===== config.mk =====
export PLATFORM = sky130hd
export DESIGN_NAME = video_timing_rx_flat
export DESIGN_NICKNAME = d
export VERILOG_FILES = /design/src/rtl/video_timing_rx_if.sv /design/src/rtl/video_timing_rx.sv /design/src/flat_wrapper.sv
export SDC_FILE = /design/constraint.sdc
export NUM_CORES = 1
export LEC_CHECK = 0
export CAP_MARGIN = 20
export CORE_MARGIN = 4
export CORE_UTILIZATION = 50
export CTS_BUF_LIST = sky130_fd_sc_hd__clkbuf_8
export CTS_CLUSTER_DIAMETER = 120
export DETAILED_ROUTE_END_ITERATION = 8
export GPL_ROUTABILITY_DRIVEN = 0
export PLACE_DENSITY_LB_ADDON = 0.1
export SLEW_MARGIN = 5
export SYNTH_ARGS = -nofsm -noshare
export SYNTH_HDL_FRONTEND = slang
export SYNTH_SLANG_ARGS = --single-unit

===== constraint.sdc =====
create_clock -name px_clk -period 4.5 [get_ports px_clk]
set_input_delay 1.35 -clock px_clk [delete_from_list [all_inputs] [get_ports px_clk]]
set_output_delay 1.35 -clock px_clk [all_outputs]
set_load 0.02 [all_outputs]

===== src/rtl/video_timing_rx_if.sv =====
// Pixel stream entering the receiver and the coordinate-tagged pixel bus leaving it.
interface video_timing_rx_if #(
  parameter int CNT_W = 12
);
  logic             vsync_i;
  logic             hsync_i;
  logic             dval_i;
  logic [7:0]       rdata_i;
  logic [7:0]       gdata_i;
  logic [7:0]       bdata_i;
  logic             dval_o;
  logic             hsync_o;
  logic [7:0]       rdata_o;
  logic [7:0]       gdata_o;
  logic [7:0]       bdata_o;
  logic [CNT_W-1:0] x_o;
  logic [CNT_W-1:0] y_o;
  logic             sof_o;
  logic             eol_o;

  modport master (
    output vsync_i, hsync_i, dval_i, rdata_i, gdata_i, bdata_i,
    input  dval_o, hsync_o, rdata_o, gdata_o, bdata_o, x_o, y_o, sof_o, eol_o
  );

  modport slave (
    input  vsync_i, hsync_i, dval_i, rdata_i, gdata_i, bdata_i,
    output dval_o, hsync_o, rdata_o, gdata_o, bdata_o, x_o, y_o, sof_o, eol_o
  );
endinterface


===== src/rtl/video_timing_rx.sv =====
// Capture-side checker for a vsync/dval/RGB888 stream: tags pixels with x/y,
// measures active width/height and reports lock and format errors.
//
// state  | meaning
// SYNC   | after reset, wait for vsync low so a partial frame is never measured
// IDLE   | between frames, wait for vsync rising
// ACTIVE | frame in progress, pixels tagged and counted
// CHECK  | one cycle after vsync falls, frame results committed
module video_timing_rx #(
  parameter int EXP_HACT    = 640,
  parameter int EXP_VACT    = 480,
  parameter int LOCK_FRAMES = 2,
  parameter int CNT_W       = 12
) (
  input  logic             px_clk,
  input  logic             sys_rst_n,
  video_timing_rx_if.slave vid,
  output logic [CNT_W-1:0] meas_hact_o,
  output logic [CNT_W-1:0] meas_vact_o,
  output logic             hact_err_o,
  output logic             vact_err_o,
  output logic             lock_o,
  output logic [15:0]      frame_cnt_o
);
  localparam int               LCK_W   = $clog2(LOCK_FRAMES + 1);
  localparam logic [CNT_W-1:0] CNT_MAX = '1;
  localparam logic [CNT_W-1:0] CNT_ONE = CNT_W'(1);
  localparam logic [CNT_W-1:0] EXP_H   = CNT_W'(EXP_HACT);
  localparam logic [CNT_W-1:0] EXP_V   = CNT_W'(EXP_VACT);
  localparam logic [LCK_W-1:0] LOCK_N  = LCK_W'(LOCK_FRAMES);
  localparam logic [LCK_W-1:0] LCK_ONE = LCK_W'(1);

  typedef enum logic [1:0] {SYNC, IDLE, ACTIVE, CHECK} state_t;
  state_t state, state_n;

  logic             vs_q, vs_rise, vs_fall;
  logic             pix_in, eol, line_bad, v_bad, hact_bad, frame_good;
  logic             sof_pend, hact_acc;
  logic [CNT_W-1:0] x_cnt, line_cnt, line_len, v_final;
  logic [LCK_W-1:0] lock_cnt, lock_cnt_n;

  assign vs_rise   = vid.vsync_i & ~vs_q;
  assign vs_fall   = ~vid.vsync_i & vs_q;
  assign vid.eol_o = eol;

  always_ff @(posedge px_clk or negedge sys_rst_n) begin
    if (!sys_rst_n) state <= SYNC;
    else            state <= state_n;
  end

  always_comb begin
    state_n    = state;
    lock_cnt_n = '0;
    case (state)
      SYNC:    if (!vid.vsync_i) state_n = IDLE;
      IDLE:    if (vs_rise)      state_n = ACTIVE;
      ACTIVE:  if (vs_fall)      state_n = CHECK;
      CHECK:   state_n = IDLE;
      default: state_n = SYNC;
    endcase
    pix_in = (state == ACTIVE) && vid.dval_i;
    // The last pixel of a frame may still be on the bus during CHECK.
    eol      = vid.dval_o && (!vid.dval_i || (state != ACTIVE));
    line_len = (vid.x_o == CNT_MAX) ? CNT_MAX : vid.x_o + CNT_ONE;
    line_bad = (line_len == CNT_MAX) || (line_len != EXP_H);
    v_final  = (eol && (line_cnt != CNT_MAX)) ? line_cnt + CNT_ONE : line_cnt;
    v_bad    = (v_final == CNT_MAX) || (v_final != EXP_V);
    hact_bad = hact_acc || (eol && line_bad);
    frame_good = !hact_bad && !v_bad;
    if (frame_good) lock_cnt_n = (lock_cnt == LOCK_N) ? lock_cnt : lock_cnt + LCK_ONE;
  end

  always_ff @(posedge px_clk or negedge sys_rst_n) begin
    if (!sys_rst_n) begin
      vs_q        <= 1'b0;
      vid.dval_o  <= 1'b0;
      vid.hsync_o <= 1'b0;
      vid.rdata_o <= '0;
      vid.gdata_o <= '0;
      vid.bdata_o <= '0;
      vid.x_o     <= '0;
      vid.y_o     <= '0;
      vid.sof_o   <= 1'b0;
      sof_pend    <= 1'b0;
      x_cnt       <= '0;
      line_cnt    <= '0;
      hact_acc    <= 1'b0;
      meas_hact_o <= '0;
      meas_vact_o <= '0;
      hact_err_o  <= 1'b0;
      vact_err_o  <= 1'b0;
      lock_cnt    <= '0;
      lock_o      <= 1'b0;
      frame_cnt_o <= '0;
    end else begin
      vs_q        <= vid.vsync_i;
      vid.hsync_o <= vid.hsync_i;
      vid.dval_o  <= pix_in;
      vid.sof_o   <= pix_in & sof_pend;
      if (pix_in) begin
        vid.rdata_o <= vid.rdata_i;
        vid.gdata_o <= vid.gdata_i;
        vid.bdata_o <= vid.bdata_i;
        vid.x_o     <= x_cnt;
        vid.y_o     <= line_cnt;
        sof_pend    <= 1'b0;
        if (x_cnt != CNT_MAX) x_cnt <= x_cnt + CNT_ONE;
      end
      if (eol) begin
        meas_hact_o <= line_len;
        hact_acc    <= hact_acc | line_bad;
        line_cnt    <= v_final;
        x_cnt       <= '0;
      end
      if ((state == IDLE) && vs_rise) begin
        x_cnt    <= '0;
        line_cnt <= '0;
        hact_acc <= 1'b0;
        sof_pend <= 1'b1;
      end
      if (state == CHECK) begin
        meas_vact_o <= v_final;
        hact_err_o  <= hact_bad;
        vact_err_o  <= v_bad;
        frame_cnt_o <= frame_cnt_o + 16'd1;
        lock_cnt    <= lock_cnt_n;
        lock_o      <= (lock_cnt_n == LOCK_N);
      end
    end
  end
endmodule


===== src/flat_wrapper.sv =====
// flat-port wrapper written by rule: the top's interface ports become plain ports
module video_timing_rx_flat 
#(
  parameter int EXP_HACT    = 640,
  parameter int EXP_VACT    = 480,
  parameter int LOCK_FRAMES = 2,
  parameter int CNT_W       = 12
)
  (px_clk, sys_rst_n, meas_hact_o, meas_vact_o, hact_err_o, vact_err_o, lock_o, frame_cnt_o, vid_vsync_i, vid_hsync_i, vid_dval_i, vid_rdata_i, vid_gdata_i, vid_bdata_i, vid_dval_o, vid_hsync_o, vid_rdata_o, vid_gdata_o, vid_bdata_o, vid_x_o, vid_y_o, vid_sof_o, vid_eol_o);
  video_timing_rx_if #(.CNT_W(CNT_W)) vid_i ();
  input  logic px_clk;
  input  logic sys_rst_n;
  output logic [CNT_W-1:0] meas_hact_o;
  output logic [CNT_W-1:0] meas_vact_o;
  output logic hact_err_o;
  output logic vact_err_o;
  output logic lock_o;
  output logic [15:0] frame_cnt_o;
  input wire logic [$bits(vid_i.vsync_i)-1:0] vid_vsync_i;
  input wire logic [$bits(vid_i.hsync_i)-1:0] vid_hsync_i;
  input wire logic [$bits(vid_i.dval_i)-1:0] vid_dval_i;
  input wire logic [$bits(vid_i.rdata_i)-1:0] vid_rdata_i;
  input wire logic [$bits(vid_i.gdata_i)-1:0] vid_gdata_i;
  input wire logic [$bits(vid_i.bdata_i)-1:0] vid_bdata_i;
  output wire logic [$bits(vid_i.dval_o)-1:0] vid_dval_o;
  output wire logic [$bits(vid_i.hsync_o)-1:0] vid_hsync_o;
  output wire logic [$bits(vid_i.rdata_o)-1:0] vid_rdata_o;
  output wire logic [$bits(vid_i.gdata_o)-1:0] vid_gdata_o;
  output wire logic [$bits(vid_i.bdata_o)-1:0] vid_bdata_o;
  output wire logic [$bits(vid_i.x_o)-1:0] vid_x_o;
  output wire logic [$bits(vid_i.y_o)-1:0] vid_y_o;
  output wire logic [$bits(vid_i.sof_o)-1:0] vid_sof_o;
  output wire logic [$bits(vid_i.eol_o)-1:0] vid_eol_o;
  assign vid_i.vsync_i = vid_vsync_i;
  assign vid_i.hsync_i = vid_hsync_i;
  assign vid_i.dval_i = vid_dval_i;
  assign vid_i.rdata_i = vid_rdata_i;
  assign vid_i.gdata_i = vid_gdata_i;
  assign vid_i.bdata_i = vid_bdata_i;
  assign vid_dval_o = vid_i.dval_o;
  assign vid_hsync_o = vid_i.hsync_o;
  assign vid_rdata_o = vid_i.rdata_o;
  assign vid_gdata_o = vid_i.gdata_o;
  assign vid_bdata_o = vid_i.bdata_o;
  assign vid_x_o = vid_i.x_o;
  assign vid_y_o = vid_i.y_o;
  assign vid_sof_o = vid_i.sof_o;
  assign vid_eol_o = vid_i.eol_o;
  video_timing_rx #(.EXP_HACT(EXP_HACT), .EXP_VACT(EXP_VACT), .LOCK_FRAMES(LOCK_FRAMES), .CNT_W(CNT_W)) u_core (.px_clk(px_clk), .sys_rst_n(sys_rst_n), .vid(vid_i), .meas_hact_o(meas_hact_o), .meas_vact_o(meas_vact_o), .hact_err_o(hact_err_o), .vact_err_o(vact_err_o), .lock_o(lock_o), .frame_cnt_o(frame_cnt_o));
endmodule

==> reports/results.txt <==
outcome = finished, final reports clean
layout cells sized above 1 = 16.1%
Antenna Cells = 0
final period utilization = 90.8%
FF/Latch Area = 3130 um2
multi-input logic area = 2410 um2
Total GRT Usage = 19.7%
CP Data Required Time = 3150 ps
number of cells on the critical path = 4
post-CTS sizing = 0
unrepaired setup endpoints after global routing = no
fill cell count = 897
drt drc = 0
Seq/Total Area, Yosys = 54.5%
commonest non-fill, non-tap cell in the layout = dfrtp_1
Post-Syn Area = 5740 um2
Slew headroom = 50.1%
Metal-1 WL = 5100 um
Register-to-Register Path Depth = 10
max cap viols = 0
first-pass GRT wire length = 20,500 um
clk slew on worst S/H paths = 70 ps
Placement Cell Area = 7100 um2
num ports = 124
Worst setup SP type = input pin
P&R area growth vs syn = 31.3%
TritonCTS clock tree = yes
leading area contributor after synthesis = dfrtp_1
Chip Height = 115 um
power density over the cells = 544 nW/um2
LEAKAGE = 3.29 nW
Total Power = 4.10 mW
clk buf depth = 2
largest stage delay on the critical path = 590 ps
kind of end point of the critical path = output pin
setup_tns = 0 ps
WL/cell = 15.5 um
synthesized flop and latch total = 125
Synthesis Warnings = 0
final instance area = 7530 um2
cells after synthesis = 505
Async SR Flop Fraction = 100%
wire length on met3 = 1330 um
WL met2 = 5560 um
initial antenna violation count = 0
First-pass DRT Iterations = 4
# nets final = 672
total CTS buffers = 17
Clock Latency Late Sink = 440 ps
most used cell, CP = clkdlybuf4s50_1
highest clock rate = 245 MHz
largest cells by area after synthesis = dfrtp_1 55%, mux2_2 9.4%, xnor2_1 4.0%, nand2_1 2.8%, nor2_1 2.8%
total wire length = 12,200 um
Post-synth EDFFs = 0
min-delay src = u_core.meas_hact_o[11]
share of the synthesized area in the top cell type = 54.5%
final core utilization = 68.3%
worst-path cell chain = clkdlybuf4s50_1 > a21bo_1 > clkinv_8 > clkdlybuf4s50_1
Hold Vio Cnt, Final = 0
clock period minus worst slack = 4080 ps
drt via density = 5.40
Synth Flop Type = dfrtp_1
setup bufs post-CTS = 0
Core Region = 11,000 um2
most frequent cells in the layout = 125 x dfrtp_1, 122 x clkdlybuf4s50_1, 48 x mux2_2
worst-margin pin slew = 748 ps
arrival time worst endpoint = 2730 ps
1st-iter DRT viols = 214
via count = 4,245
CTS H-tree lvls = 4
Net Count, Synth = 544
Buf/Inv on CP = 3
average size of a mapped cell = 11.4 um2
DP Wirelength = 8750 um
vias in the first global route = 4,283
Antenna Nets Post-Route = 0
CP max stage cell = clkdlybuf4s50_1
final setup violation count = 0
library cells used by synthesis = 58
initial core utilization = 52.0%
largest net degree at the start of global routing = 75
max layer used = met4
CTS Hold Buffers Added = 0
grt total ovfl = 0
family with the most delay on the worst path = buffers and inverters
full die area = 13,300 um2
die width = 115 um
Root Buffer Master = clkbuf_8
start point of the critical path = vid_dval_i
type of the worst setup path = input pin to output pin
crit path max fanout = 3
Sink Count = 125
IR drop worst, VDD = 0.373 mV
worst min-delay path class = flip-flop to flip-flop
Row Count = 38
Max Transition Viols Final = 0
Min-Delay Path Depth = 2
IO Port Bufs = 123
reg2reg start = u_core.state[0]
final worst clock skew = 8.12 ps
-- worst paths after layout --
check | endpoint | slack (ps)
max | vid_eol_o | 420
min reg2reg | u_core.meas_hact_o[11] | 470
max reg2reg | u_core.lock_cnt[1] | 1550
min in group asynchronous | u_core.meas_hact_o[3] | 940
max in group asynchronous | u_core.vid.gdata_o[2] | 2750
min | u_core.meas_hact_o[11] | 470
-- worst register-to-register path: cells and delay by family, from the launching register on --
family	cells	cell delay, ps
buffers and inverters	3	450
DFF	1	440
AOI/OAI and AO/OA	4	960
adders and majority gates	1	250
and+or+nand+nor	2	760
-- metrics by stage --
| step | setup WS [ps] | std cells | hold WS (ps) |
|---|---|---|---|
| 6_report | 415 | 786 | 466 |
| 5_1_grt | 366 | 786 | 501 |
| 4_1_cts | 408 | 786 | 474 |
| 3_5_place_dp | 408 | 754 | 458 |
| 3_3_place_gp | 433 | 754 | 452 |
| 2_1_floorplan | 910 | 505 | 443 |
-- metal layers --
layer	track usage, %	vias to the layer above
met5	0	-
met4	6.65	0
met2	30.1	159
met3	9.47	24
li1	-	2017
met1	24.8	2045
-- sequential cells by signal (all words and copies together), names as in the netlist, 2 cells and up --
signal / cells
u_core.frame_cnt_o: 16
u_core.line_cnt: 12
u_core.lock_cnt: 2
u_core.meas_hact_o: 12
u_core.meas_vact_o: 12
u_core.state: 2
u_core.vid.bdata_o: 8
u_core.vid.gdata_o: 8
u_core.vid.rdata_o: 8
u_core.vid.x_o: 12
u_core.vid.y_o: 12
u_core.x_cnt: 12
-- synth_stat cells (2+ instances only) --
master and n:
ha_1 10, nand2_1 43, dfrtp_1 125, buf_2 4, xnor2_1 26, buf_4 2
clkbuf_1 8, nor2b_1 5, o32ai_1 2, o2111ai_1 2, inv_1 18, a211oi_2 2
nand3_1 19, and3_1 16, or2_2 2, nor3b_1 6, nand4_1 10, mux2i_1 12
o21ai_0 22, xor2_1 10, o21a_1 3, nand2b_1 5, nor3_1 7, mux2_2 48
o211ai_1 3, nor2_1 43, or4_1 2, nand4_2 2, buf_6 2, and2_1 2
a21oi_1 13, buf_1 5
-- power by group --
part,internal [mW],leakage [nW],total (mW),switching [mW]
logic,0.717,1.44,1.46,0.743
clock network,0.601,0.211,1.05,0.444
registers,1.39,1.64,1.59,0.205
-- layout make-up --
class / count / share of cell area, %
inverters: 20 / 1.16
multi-input cells: 339 / 32.1
flip-flops and latches: 125 / 41.5
repair buffers: 130 / 17.2
clock inverters: 15 / 2.63
well taps: 140 / 2.33
clock buffers: 17 / 3.11
-- logic make-up (layout without fill, tap and decap cells) --
group	count (synthesis)	in the layout	synth area share [%]
AO/OA/AOI/OAI	61	61	7.22
XOR/XNOR	36	36	5.50
adder cells (fa/ha/maj)	10	10	2.18
buffers and inverters	41	182	3.38
flip-flops	125	125	54.5
multiplexers	60	60	11.5
AND/OR/NAND/NOR	172	172	15.7
Note: power is estimated with default switching activity, not from simulation.
